**src/rtl/rs_alu_pool_pkg.sv**
```systemverilog
// Shared types and constants for the ALU reservation station.
package rs_alu_pool_pkg;

  typedef logic [31:0] word_t;

  // Source tag value meaning "operand already holds its data".
  localparam int UNLOCKED = 0;

  localparam int WORD_W = 32;

endpackage

```
**src/rtl/rs_oldest_select.sv**
```systemverilog
// Picks the ready entry with the largest age. Busy ages are distinct, so the
// strict compare only breaks ties for stale non-busy entries, which are never ready.
module rs_oldest_select #(
  parameter int DEPTH = 4,
  parameter int AGE_W = 2
) (
  input  logic [DEPTH-1:0]       ready,
  input  logic [DEPTH*AGE_W-1:0] ages,
  output logic [DEPTH-1:0]       grant,
  output logic                   any
);

  logic [AGE_W-1:0] best_age;

  // Linear scan keeping the oldest ready candidate seen so far.
  always_comb begin
    grant    = '0;
    any      = 1'b0;
    best_age = '0;
    for (int i = 0; i < DEPTH; i++) begin
      if (ready[i] && (!any || ages[i*AGE_W +: AGE_W] > best_age)) begin
        any      = 1'b1;
        best_age = ages[i*AGE_W +: AGE_W];
        grant    = '0;
        grant[i] = 1'b1;
      end
    end
  end

endmodule

```
**src/rtl/rs_alu_pool.sv**
```systemverilog
// ALU reservation station: DEPTH entries, N_CDB-bus wake-up, oldest-ready issue.
module rs_alu_pool
  import rs_alu_pool_pkg::*;
#(
  parameter int DEPTH = 4,
  parameter int N_CDB = 3,
  parameter int TAG_W = 4,
  parameter int OP_W  = 6,
  parameter int REG_W = 5
) (
  input  logic                     clk,
  input  logic                     rst,
  input  logic                     rdy,
  input  logic                     flush,
  input  logic                     alloc_valid,
  output logic                     alloc_ready,
  input  logic [31:0]              alloc_pc,
  input  logic [OP_W-1:0]          alloc_op,
  input  logic [TAG_W-1:0]         alloc_tagx,
  input  logic [TAG_W-1:0]         alloc_tagy,
  input  logic [31:0]              alloc_datax,
  input  logic [31:0]              alloc_datay,
  input  logic [TAG_W-1:0]         alloc_tagw,
  input  logic [REG_W-1:0]         alloc_addrw,
  input  logic [N_CDB-1:0]         cdb_valid,
  input  logic [N_CDB*TAG_W-1:0]   cdb_tag,
  input  logic [N_CDB*32-1:0]      cdb_data,
  output logic                     issue_valid,
  input  logic                     issue_ready,
  output logic [31:0]              issue_pc,
  output logic [OP_W-1:0]          issue_op,
  output logic [31:0]              issue_datax,
  output logic [31:0]              issue_datay,
  output logic [TAG_W-1:0]         issue_tagw,
  output logic [REG_W-1:0]         issue_addrw,
  output logic [$clog2(DEPTH+1)-1:0] count
);

  localparam int AGE_W = $clog2(DEPTH);
  localparam int IDX_W = $clog2(DEPTH);
  localparam int CNT_W = $clog2(DEPTH+1);
  localparam logic [TAG_W-1:0] TAG_UNLOCKED = TAG_W'(UNLOCKED);
  localparam logic [AGE_W-1:0] AGE_MAX      = AGE_W'(DEPTH-1);

  logic [DEPTH-1:0] busy;
  word_t            e_pc    [DEPTH];
  logic [OP_W-1:0]  e_op    [DEPTH];
  logic [TAG_W-1:0] e_tagx  [DEPTH];
  logic [TAG_W-1:0] e_tagy  [DEPTH];
  word_t            e_datax [DEPTH];
  word_t            e_datay [DEPTH];
  logic [TAG_W-1:0] e_tagw  [DEPTH];
  logic [REG_W-1:0] e_addrw [DEPTH];
  logic [AGE_W-1:0] e_age   [DEPTH];

  logic [TAG_W-1:0] nx_tagx  [DEPTH];
  logic [TAG_W-1:0] nx_tagy  [DEPTH];
  word_t            nx_datax [DEPTH];
  word_t            nx_datay [DEPTH];

  logic [DEPTH-1:0]       ready_vec, arb_grant, sel_grant, hold_grant;
  logic [DEPTH*AGE_W-1:0] age_flat;
  logic                   arb_any, sel_any, hold_valid;
  logic [AGE_W-1:0]       sel_age;
  logic [IDX_W-1:0]       free_idx;
  logic                   free_found, alloc_fire, issue_fire;
  logic [TAG_W-1:0]       ax_tag, ay_tag;
  word_t                  ax_data, ay_data;

  // Ready bits and flattened ages from registered state only.
  always_comb begin
    ready_vec = '0;
    age_flat  = '0;
    for (int i = 0; i < DEPTH; i++) begin
      ready_vec[i] = busy[i] && e_tagx[i] == TAG_UNLOCKED && e_tagy[i] == TAG_UNLOCKED;
      age_flat[i*AGE_W +: AGE_W] = e_age[i];
    end
  end

  rs_oldest_select #(.DEPTH(DEPTH), .AGE_W(AGE_W)) u_select (
    .ready (ready_vec),
    .ages  (age_flat),
    .grant (arb_grant),
    .any   (arb_any)
  );

  // A stalled offer stays pinned so an older entry waking later cannot overtake it.
  assign sel_grant   = hold_valid ? hold_grant : arb_grant;
  assign sel_any     = hold_valid ? 1'b1 : arb_any;
  assign issue_valid = sel_any && rdy && !flush;
  assign issue_fire  = issue_valid && issue_ready;

  // One-hot mux of the selected entry onto the issue port.
  always_comb begin
    issue_pc    = '0;
    issue_op    = '0;
    issue_datax = '0;
    issue_datay = '0;
    issue_tagw  = '0;
    issue_addrw = '0;
    sel_age     = '0;
    for (int i = 0; i < DEPTH; i++) begin
      if (sel_grant[i]) begin
        issue_pc    = e_pc[i];
        issue_op    = e_op[i];
        issue_datax = e_datax[i];
        issue_datay = e_datay[i];
        issue_tagw  = e_tagw[i];
        issue_addrw = e_addrw[i];
        sel_age     = e_age[i];
      end
    end
  end

  // Lowest-index free slot, judged from pre-edge occupancy.
  always_comb begin
    free_found = 1'b0;
    free_idx   = '0;
    for (int i = 0; i < DEPTH; i++) begin
      if (!busy[i] && !free_found) begin
        free_found = 1'b1;
        free_idx   = IDX_W'(i);
      end
    end
  end

  assign alloc_ready = free_found && rdy && !flush;
  assign alloc_fire  = alloc_valid && alloc_ready;

  // Operand wake-up for stored entries; scanning downward lets the lowest bus win.
  always_comb begin
    for (int i = 0; i < DEPTH; i++) begin
      nx_tagx[i]  = e_tagx[i];
      nx_datax[i] = e_datax[i];
      nx_tagy[i]  = e_tagy[i];
      nx_datay[i] = e_datay[i];
      for (int b = N_CDB-1; b >= 0; b--) begin
        if (cdb_valid[b] && e_tagx[i] != TAG_UNLOCKED && cdb_tag[b*TAG_W +: TAG_W] == e_tagx[i]) begin
          nx_tagx[i]  = TAG_UNLOCKED;
          nx_datax[i] = cdb_data[b*32 +: 32];
        end
        if (cdb_valid[b] && e_tagy[i] != TAG_UNLOCKED && cdb_tag[b*TAG_W +: TAG_W] == e_tagy[i]) begin
          nx_tagy[i]  = TAG_UNLOCKED;
          nx_datay[i] = cdb_data[b*32 +: 32];
        end
      end
    end
  end

  // Same-cycle bypass for the incoming op's sources.
  always_comb begin
    ax_tag  = alloc_tagx;
    ax_data = alloc_datax;
    ay_tag  = alloc_tagy;
    ay_data = alloc_datay;
    for (int b = N_CDB-1; b >= 0; b--) begin
      if (cdb_valid[b] && alloc_tagx != TAG_UNLOCKED && cdb_tag[b*TAG_W +: TAG_W] == alloc_tagx) begin
        ax_tag  = TAG_UNLOCKED;
        ax_data = cdb_data[b*32 +: 32];
      end
      if (cdb_valid[b] && alloc_tagy != TAG_UNLOCKED && cdb_tag[b*TAG_W +: TAG_W] == alloc_tagy) begin
        ay_tag  = TAG_UNLOCKED;
        ay_data = cdb_data[b*32 +: 32];
      end
    end
  end

  // Entry array, ages, occupancy count and issue hold register.
  always_ff @(posedge clk) begin
    if (rst) begin
      busy       <= '0;
      count      <= '0;
      hold_valid <= 1'b0;
      hold_grant <= '0;
      for (int i = 0; i < DEPTH; i++) begin
        e_pc[i]    <= '0;
        e_op[i]    <= '0;
        e_tagx[i]  <= TAG_UNLOCKED;
        e_tagy[i]  <= TAG_UNLOCKED;
        e_datax[i] <= '0;
        e_datay[i] <= '0;
        e_tagw[i]  <= '0;
        e_addrw[i] <= '0;
        e_age[i]   <= '0;
      end
    end else if (flush) begin
      busy       <= '0;
      count      <= '0;
      hold_valid <= 1'b0;
    end else if (rdy) begin
      for (int i = 0; i < DEPTH; i++) begin
        if (busy[i]) begin
          logic [AGE_W-1:0] age_n;
          age_n = e_age[i];
          if (issue_fire && e_age[i] > sel_age) age_n = age_n - 1'b1;
          if (alloc_fire && age_n != AGE_MAX)   age_n = age_n + 1'b1;
          e_age[i]   <= age_n;
          e_tagx[i]  <= nx_tagx[i];
          e_tagy[i]  <= nx_tagy[i];
          e_datax[i] <= nx_datax[i];
          e_datay[i] <= nx_datay[i];
          if (issue_fire && sel_grant[i]) busy[i] <= 1'b0;
        end
      end
      if (alloc_fire) begin
        busy[free_idx]    <= 1'b1;
        e_pc[free_idx]    <= alloc_pc;
        e_op[free_idx]    <= alloc_op;
        e_tagx[free_idx]  <= ax_tag;
        e_tagy[free_idx]  <= ay_tag;
        e_datax[free_idx] <= ax_data;
        e_datay[free_idx] <= ay_data;
        e_tagw[free_idx]  <= alloc_tagw;
        e_addrw[free_idx] <= alloc_addrw;
        e_age[free_idx]   <= '0;
      end
      count      <= count + CNT_W'(alloc_fire) - CNT_W'(issue_fire);
      hold_valid <= issue_valid && !issue_ready;
      hold_grant <= sel_grant;
    end
  end

endmodule

```
**config.mk**
```make
export PLATFORM = sky130hd
export DESIGN_NAME = rs_alu_pool
export DESIGN_NICKNAME = d
export VERILOG_FILES = /design/src/rtl/rs_alu_pool_pkg.sv /design/src/rtl/rs_oldest_select.sv /design/src/rtl/rs_alu_pool.sv
export SDC_FILE = /design/constraint.sdc
export NUM_CORES = 1
export LEC_CHECK = 0
export BUFFER_PORTS_ARGS = -buffer_cell sky130_fd_sc_hd__buf_2
export CORE_UTILIZATION = 30
export DETAILED_ROUTE_END_ITERATION = 10
export GPL_TIMING_DRIVEN = 1
export PLACE_DENSITY = 0.51
export SLEW_MARGIN = 40
export SYNTH_ARGS = -nofsm -noshare
export SYNTH_HDL_FRONTEND = slang
export SYNTH_SLANG_ARGS = --single-unit
```
**constraint.sdc**
```tcl
create_clock -name clk -period 8.5 [get_ports clk]
set_input_delay 2.55 -clock clk [delete_from_list [all_inputs] [get_ports clk]]
set_output_delay 2.55 -clock clk [all_outputs]
set_load 0.005 [all_outputs]
```
# --- Word-level counts from Yosys, hierarchy flattened ---
# Memory sizes are Yosys's and may differ from the RTL's.
# Index checks and enable logic that the tools add are counted.
word_totals:
  reg_bits: 12
  mem_count: 9
  ram_bits: 484
  inputBits: 236
  out_inout_bits: 116
  elab_cells: 449
classes:
  addsub: 10
  n_bitwise: 22
  mux: 230
  n_eq_ne: 34
  n_lt_le_gt_ge: 9
  reduce_logical: 131
mem_list:
  columns: ["memory", "depth", "width", "read_ports", "rd_ports_with_merged_regs", "write_ports", "line_no", "rtl"]
  rows:
  - ["e_datax", 4, 32, 4, 0, 5, "rs_alu_pool.sv:50", "word_t e_datax [DEPTH];"]
  - ["e_datay", 4, 32, 4, 0, 5, "rs_alu_pool.sv:51", "word_t e_datay [DEPTH];"]
  - ["e_pc", 4, 32, 4, 0, 4, "rs_alu_pool.sv:46", "word_t e_pc [DEPTH];"]
  - ["e_op", 4, 6, 4, 0, 4, "rs_alu_pool.sv:47", "logic [OP_W-1:0] e_op [DEPTH];"]
  - ["e_addrw", 4, 5, 4, 0, 4, "rs_alu_pool.sv:53", "logic [REG_W-1:0] e_addrw [DEPTH];"]
  - ["e_tagw", 4, 4, 4, 0, 4, "rs_alu_pool.sv:52", "logic [TAG_W-1:0] e_tagw [DEPTH];"]
  - ["+3 memories", null, null, null, null, null, null, null]
op_table:
  columns: ["op", "count"]
  rows:
  - ["$mux W32", 51]
  - ["$mux W4", 48]
  - ["$eq A4 B4 Y1", 30]
  - ["$mux W2", 57]
  - ["$logic_and A1 B1 Y1", 94]
  - ["$mux W1", 63]
  - ["$reduce_bool A4 Y1", 10]
  - ["$logic_not A4 Y1", 8]
  - ["$reduce_or A32 Y1", 1]
  - ["$mux W6", 5]
  - ["$mux W5", 5]
  - ["$or A1 B1 Y1", 20]
  - ["$gt A2 B2 Y1", 7]
  - ["$logic_not A1 Y1", 10]
  - ["$add A2 B1 Y2 const B", 4]
  - ["$ne A2 B2 Y1 const B", 4]
  - ["$sub A2 B1 Y2 const B", 4]
  - ["$reduce_or A6 Y1", 1]
  - ["$reduce_or A5 Y1", 1]
  - ["$or A4 B4 Y4", 1]
  - ["$reduce_or A4 Y1", 1]
  - ["$add A3 B1 Y3", 1]
  - ["$logic_or A1 B1 Y1", 3]
  - ["$lt A2 B3 Y1 const B", 1]
  - ["other kinds (6)", 6]

# --- Longest topological paths before layout ---
# Gate-level depths: netlist of run 1.
# An unclocked memory read counts as a cell.
logic_depth:
  word_depth: 37
  ltp_mapped: 38

# --- Hierarchy ---
# Synthesis of run 1 repeated with hierarchy kept, for this count alone.
hier_totals:
  hier_cells: 3201
  area_unflattened_um2: 32042.0
modules_own_cells:
  columns: ["mod", "n_inst", "cells_per_inst", "area_each_um2"]
  rows:
  - ["rs_alu_pool", 1, 3165, 31769.2]
  - ["rs_oldest_select", 1, 36, 272.8]

# --- Worst setup path before layout of run 1 ---
# Ideal clock, no wire load.
synth_timing:
  path_type: "reg-to-output"
  startpoint: "mem e_tagy[0][0]"
  endpoint: "out issue_pc[0]"
  t_arrival_ns: 5.315
  path_buffers: 4
  setup_slack_ns: 0.635
  stages_incl_launch_ff: 26
  required_ns: 5.950
  path_cell_list: "edfxtp_1 > buf_6 > or3_4 > nor3_1 > nand2_1 > ha_1 > nor2b_1 > o21ai_0 > a21oi_2 > mux2_2 > ha_1 > nor2b_1 > a2bb2oi_1 > a21o_1 > nand2_1 > a21o_1 > ha_1 > nor2b_1 > a2bb2oi_1 > a221oi_1 > a22o_1 > buf_6 > buf_6 > buf_1 > a32oi_2 > o221ai_2"
synth_rtl:
  columns: ["item", "line_no", "rtl"]
  rows:
  - ["from (decl)", "rs_alu_pool.sv:49", "logic [TAG_W-1:0] e_tagy [DEPTH];"]
  - ["to (decl)", "rs_alu_pool.sv:30", "output logic [31:0] issue_pc,"]

==> results of run 1 <==
area by class of cell:
cell class                 instances  share of cell area, %
multi-input combinational       2386                   44.8
sequential                       496                   34.5
timing repair buffer             561                   10.7
tap                             1488                   4.37
clock buffer                      76                   3.72
clock inverter                    34                  0.943
inverter                          98                  0.864
antenna                           15                 0.0881
metal layers:
layer	vias to the layer above	wire, um
met5	-	63
met4	10	7300
met3	427	15000
met2	1830	73500
met1	15300	60100
li1	13200	-
flip-flops by register name, indices dropped and copies added, names as in the netlist, 4 cells and up:
name and cells:
busy 4, e_addrw 20, e_age 8, e_datax 128, e_datay 128, e_op 24
e_pc 128, e_tagw 16, e_tagx 16, e_tagy 16, hold_grant 4
synth_stat cells (98+ instances only):
master    instances  share of area [%]
o22ai_1         160                3.0
edfxtp_1        476                 42
nand3_1         138                2.0
o21ai_0         210                3.1
a211o_1         101                2.6
and2_1          275                5.1
nor2_1          239                2.7
mux2_2          162                5.4
mux2i_1         225                6.7
nand2_1         165                1.8
clkbuf_1        326                3.6
inv_1            98                1.1
worst max path at each step:
| stage | from | endpoint |
|---|---|---|
| global placement | e_tagx[0][0] | issue_pc[3] |
| detailed placement | e_tagx[0][0] | issue_pc[3] |
| CTS | e_tagy[0][2] | issue_datay[24] |
| floorplan | e_tagy[0][0] | issue_pc[0] |
| finish | e_tagy[0][2] | issue_datax[7] |
| global route | e_tagx[0][0] | issue_datax[7] |
power by group through the flow:
stage	Sequential (uW)	Combinational (uW)	Clock, uW
after global placement	2850	692	0
after global routing	2820	767	2790
after detailed placement	2850	699	0
after CTS	2800	706	2720
after floorplan	2850	412	0
final	2810	729	2670
cell families after synthesis:
| logic type | after synthesis |
|---|---|
| buffers and inverters | 526 |
| adders and majority gates | 21 |
| AOI/OAI and AO/OA | 902 |
| DFF | 496 |
| xor gates and xnor gates | 107 |
| and+or+nand+nor | 968 |
| muxes | 387 |
through the flow:
stage | instance area [um2] | cells | TNS, ps | setup WS (ps)
6_report | 42600 | 5154 | -2940 | -123
5_1_grt | 42600 | 5152 | -17680 | -249
4_1_cts | 40400 | 5088 | -1240 | -47.3
3_5_place_dp | 37200 | 4940 | -99.3 | -32.1
3_3_place_gp | 37100 | 4936 | -103 | -39.7
2_1_floorplan | 33800 | 3407 | 0 | 635
critical path: cells and delay by family, from the launching register on:
kind            cells  cell delay [ps]
simple gates        8             1280
compound gates      9             1740
flops               1              390
buf+inv            10             1400
fa+ha+maj           2              530
what timing repair did:
item                                    4_1_cts  5_1_grt
pin swaps                                    48       96
setup buffers                                29       28
resized for setup                           121      210
cloned                                       10       26
hold endpoints to repair                      0        0
endpoints found under the setup margin      111      111
==> impl_metrics.json, run 1 <==
{
  "crit_slowest_cell": "or3_4",
  "cts_num_sinks": 496,
  "r2r_slack_ps": 650,
  "portBuffers": 351,
  "worst_slack_ps": -123,
  "cell_internal_pwr_uw": 4550,
  "rsz0062_at_grt": "true",
  "synth_xor_area_share_pct": 2.77,
  "ys_types": 66,
  "ys_seq_area_share_pct": 43.4,
  "synth_flop_cell": "edfxtp_1",
  "cts_max_path_buffers": 3,
  "synth-adder-area-share_pct": 0.799,
  "h-tree-depth": 2,
  "drt-initial-drc-count": 3407,
  "regArea_um2": 14700,
  "timing.final.crit_share_pct": 101,
  "synth_area_um2": 33800,
  "hold_depth": 2,
  "viasPerCell": 5.97,
  "hold_path_class": "reg -> reg",
  "holdWs_ps": 510,
  "die_y_um": 338,
  "power_density_nw_per_um2": 146,
  "clkLatencyLatePin_ps": 690,
  "nNetsFinal": 3861,
  "power.total_uw": 6210,
  "rows": 122,
  "met3_usage_pct": 4.61,
  "cts_tree": "done",
  "violations": "setup timing",
  "hold_end": "hold_grant[0]",
  "grt_antenna_before_repair": 22,
  "synthSimpleGateAreaFrac_pct": 14.3,
  "hold_buffers": 0,
  "coreArea_um2": 111000,
  "syn-instance-count": 3407,
  "multi_input_area_um2": 19100,
  "die_area_um2": 114000,
  "status": "complete, but fails checks",
  "worstMarginPinSlew_ps": 944,
  "final_util_pct": 38.3,
  "final_antenna_net_count": 0,
  "use_met1_pct": 32.1,
  "rr_endpoint": "e_age[1][0]",
  "synth_top_family_by_area": "compound AO/OA/AOI/OAI gates",
  "synth_area_per_cell_um2": 9.93,
  "drt_wl_total_um": 156000,
  "p_clk_share_pct": 43.0,
  "grt_max_degree": 66,
  "final_layout_size_suffix_gt1_share_pct": 30.4,
  "max-vdd-ir-drop_mv": 0.190,
  "routedWlPerCell_um": 30.3,
  "leakage_uw": 0.0163,
  "grt_busiest_layer": "met2",
  "fin_skew_ps": 60.1,
  "drc": 0,
  "hpwlAfterDp_um": 89400,
  "crit_fanout": 9,
  "drt-pass1-iter-count": 6,
  "rr_startpoint": "e_tagy[0][2]",
  "max_slew_margin_pct": 37.1,
  "grt_pass1_wl_um": 211000,
  "min_period_ps": 8620,
  "crit_arrival_ps": 6070,
  "cts_root_buffer": "clkbuf_16",
  "worstSetupPathType": "reg -> out",
  "max_stage_delay_ps": 440,
  "cp_common_cell": "buf_4",
  "hold_viol": 0,
  "switching_share_pct": 26.7,
  "synth_edf_count": 476,
  "fmax_mhz": 116,
  "synth-seq-cells": 496,
  "pwr-share-comb_pct": 11.7,
  "gp_congestion": 0.875,
  "initial_core_util_pct": 30.4,
  "grt.total_usage_pct": 25.3,
  "maxCapViolations": 0,
  "p_sw_uw": 1660,
  "area_growth_pct": 25.8,
  "synthMuxAreaShare_pct": 12.0,
  "seq_power_share_pct": 45.2,
  "fp.dieW_um": 338,
  "hp-start": "hold_grant[0]",
  "ys_warn_count": 0,
  "setup_viol": 61,
  "drv_slew": 0,
  "grt_pass1_vias": 28800,
  "fillers": 10900,
  "syn-num-nets": 3664,
  "cp-end-kind": "primary output",
  "synth_compound_area_share_pct": 20.2,
  "async_flop_share_pct": 0,
  "cts_buffers": 61,
  "cp-start-kind": "flop",
  "cp_data_required_time_ps": 5950,
  "grt_overflow_total": 0,
  "via_count": 30800,
  "final_common_cell": "edfxtp_1",
  "ff2ff_path_depth": 37,
  "path_clk_slew_ps": 60,
  "pin_count": 352,
  "final_cell_mix": "edfxtp_1, buf_2, and2_1",
  "use_met2_pct": 41.5
}
(Power assumes the default switching activity.)
==> inputs of run 2 (changes only) <==
--- a/config.mk
+++ b/config.mk
@@ -10,5 +10,5 @@
 export DETAILED_ROUTE_END_ITERATION = 10
 export GPL_TIMING_DRIVEN = 1
-export PLACE_DENSITY = 0.51
+export PLACE_DENSITY = 0.43
 export SLEW_MARGIN = 40
 export SYNTH_ARGS = -nofsm -noshare
==> constraint.sdc (replaced) <==
create_clock -name clk -period 8.5 [get_ports clk]
set_input_delay 1.275 -clock clk [delete_from_list [all_inputs] [get_ports clk]]
set_output_delay 1.275 -clock clk [all_outputs]
set_load 0.005 [all_outputs]
==> impl_metrics.json, run 2 (synthesis gave the netlist of run 1 again) <==
{
  "status": "completed",
  "fin_skew_ps": 27.6,
  "die_y_um": 338,
  "final_cell_mix": "edfxtp_1, buf_2, and2_1",
  "cts_max_path_buffers": 3,
  "coreArea_um2": 111000,
  "cts_num_sinks": 496,
  "tns_ps": 0,
  "worstMarginPinSlew_ps": 921,
  "switching_share_pct": 26.6,
  "r2r_slack_ps": 360,
  "drv_slew": 0,
  "holdWs_ps": 503,
  "die_area_um2": 114000,
  "rr_endpoint": "e_age[1][0]",
  "cell_internal_pwr_uw": 4690,
  "final_antenna_net_count": 0,
  "pwr-share-comb_pct": 11.3,
  "gp_congestion": 0.832,
  "hold_viol": 0,
  "drt-pass1-iter-count": 6,
  "timing.final.crit_share_pct": 97.0,
  "rr_startpoint": "e_tagy[0][0]",
  "fmax_mhz": 121,
  "grt_overflow_total": 0,
  "cts_root_buffer": "clkbuf_16",
  "grt_pass1_wl_um": 217000,
  "viasPerCell": 5.82,
  "nNetsFinal": 3755,
  "leakage_uw": 0.0152,
  "final_common_cell": "edfxtp_1",
  "portBuffers": 351,
  "preCtsSetupSlack_ps": 430,
  "via_count": 29400,
  "hold_path_class": "reg -> reg",
  "cts_buffers": 66,
  "endpoint": "issue_datax[25]",
  "grt_pass1_vias": 28500,
  "worst_slack_ps": 254,
  "hold_buffers": 0,
  "power_density_nw_per_um2": 163,
  "grt.total_usage_pct": 26.4,
  "max_slew_margin_pct": 38.6,
  "final_layout_size_suffix_gt1_share_pct": 24.1,
  "drc": 0,
  "path_clk_slew_ps": 60,
  "routedWlPerCell_um": 30.6,
  "max-vdd-ir-drop_mv": 0.136,
  "clkLatencyLatePin_ps": 640,
  "h-tree-depth": 3,
  "drt_wl_total_um": 154000,
  "drt-initial-drc-count": 2483,
  "final_cells": 5048,
  "cp-start-kind": "flop",
  "seq_power_share_pct": 43.9,
  "crit_arrival_ps": 6970,
  "grt_antenna_before_repair": 32,
  "regArea_um2": 14700,
  "area_growth_pct": 16.1,
  "p_clk_share_pct": 44.8,
  "min_period_ps": 8250,
  "cp_data_required_time_ps": 7220,
  "cp-end-kind": "primary output",
  "cts_tree": "done",
  "p_sw_uw": 1700,
  "fillers": 11300,
  "pin_count": 352,
  "ff2ff_path_depth": 31,
  "multi_input_area_um2": 17500,
  "rows": 122,
  "placedCellCount": 4916,
  "hpwlAfterDp_um": 90300,
  "fp.dieW_um": 338,
  "setup_viol": 0,
  "top_regs": "e_datax (128), e_datay (128), e_pc (128)",
  "initial_core_util_pct": 30.4,
  "worstSetupPathType": "reg -> out",
  "maxCapViolations": 0,
  "final_util_pct": 35.3,
  "crit_fanout": 27,
  "grt_max_degree": 97,
  "startpoint": "e_tagy[0][0]"
}
-- run 2: cell types whose count changed in the layout (fill, tap and decap cells not counted), sizes merged --
cell | previous run | this run
bufinv | 8 | 7
clkinv | 22 | 21
inv | 99 | 100
clkinvlp | 3 | 0
and2 | 276 | 275
clkbuf | 93 | 90
buf | 544 | 451
diode | 15 | 10
-- run 2: repair_timing --
action | in CTS | in global routing
gates cloned | 0 | 0
setup buffers | 0 | 2
pin swaps | 0 | 1
hold endpoints to repair | 0 | 0
setup endpoints to repair | 1 | 51
gates resized for setup | 1 | 28
-- run 2: through the flow --
stage          power [uW]  instance area, um2
4_1_cts              6440               39100
5_1_grt              6580               39300
3_3_place_gp         3560               36800
6_report             6390               39300
3_5_place_dp         3570               37000
2_1_floorplan        3260               33800
-- run 2: worst max-delay path, stage by stage (launching register included) --
cell       delay, ps
edfxtp_1         490
or3_4            450
nor3_1           320
nand2_1          130
ha_1             300
nor2b_1          130
o21ai_0          110
a21oi_2          330
mux2_2           390
ha_1             180
nor2b_1          110
a2bb2oi_1        320
a21o_2           240
nand2_1          120
a21o_1           170
ha_1             300
nor2b_1          170
a2bb2oi_2        250
a211oi_1         120
buf_4            200
a21boi_4         340
nand4_4          140
buf_4            350
o221ai_2         470
buf_2            200
-- run 2: layout make-up --
cell class,instances,share of cell area (%)
Sequential cell,496,37.4
Multi-Input combinational cell,2385,44.6
Clock buffer,90,4.57
Clock inverter,30,0.895
Timing Repair Buffer,451,6.84
Antenna cell,10,0.0637
Inverter,98,0.936
Tap cell,1488,4.74
-- run 2: worst min-delay path by stage --
| stage | depth (start not counted) | start | end | slack, ps |
|---|---|---|---|---|
| finish | 2 | count[2] | count[2] | 500 |
| global route | 2 | count[2] | count[2] | 540 |
| CTS | 2 | hold_grant[3] | hold_grant[3] | 510 |
| detailed placement | 2 | count[2] | count[2] | 490 |
| global placement | 2 | hold_grant[3] | hold_grant[3] | 490 |
| floorplan | 2 | hold_grant[2] | hold_grant[2] | 460 |
-- run 2: power groups by stage --
stage / clock network (uW) / registers, uW / logic (uW)
final: 2870 / 2810 / 722
after global routing: 3000 / 2810 / 763
after CTS: 2920 / 2810 / 715
after detailed placement: 0 / 2860 / 712
after global placement: 0 / 2860 / 707
after floorplan: 0 / 2850 / 412
-- run 2: routing by layer --
metal  share of wire, %  global-route usage (%)  wire (um)  up-vias
met3                6.7                    4.42      10300      313
met5               0.12                       0        185        -
met4                3.6                    8.91       5590       26
met2                 49                    45.6      75200     1253
met1                 41                    33.2      63100    14800
li1                   -                       -          -    13000
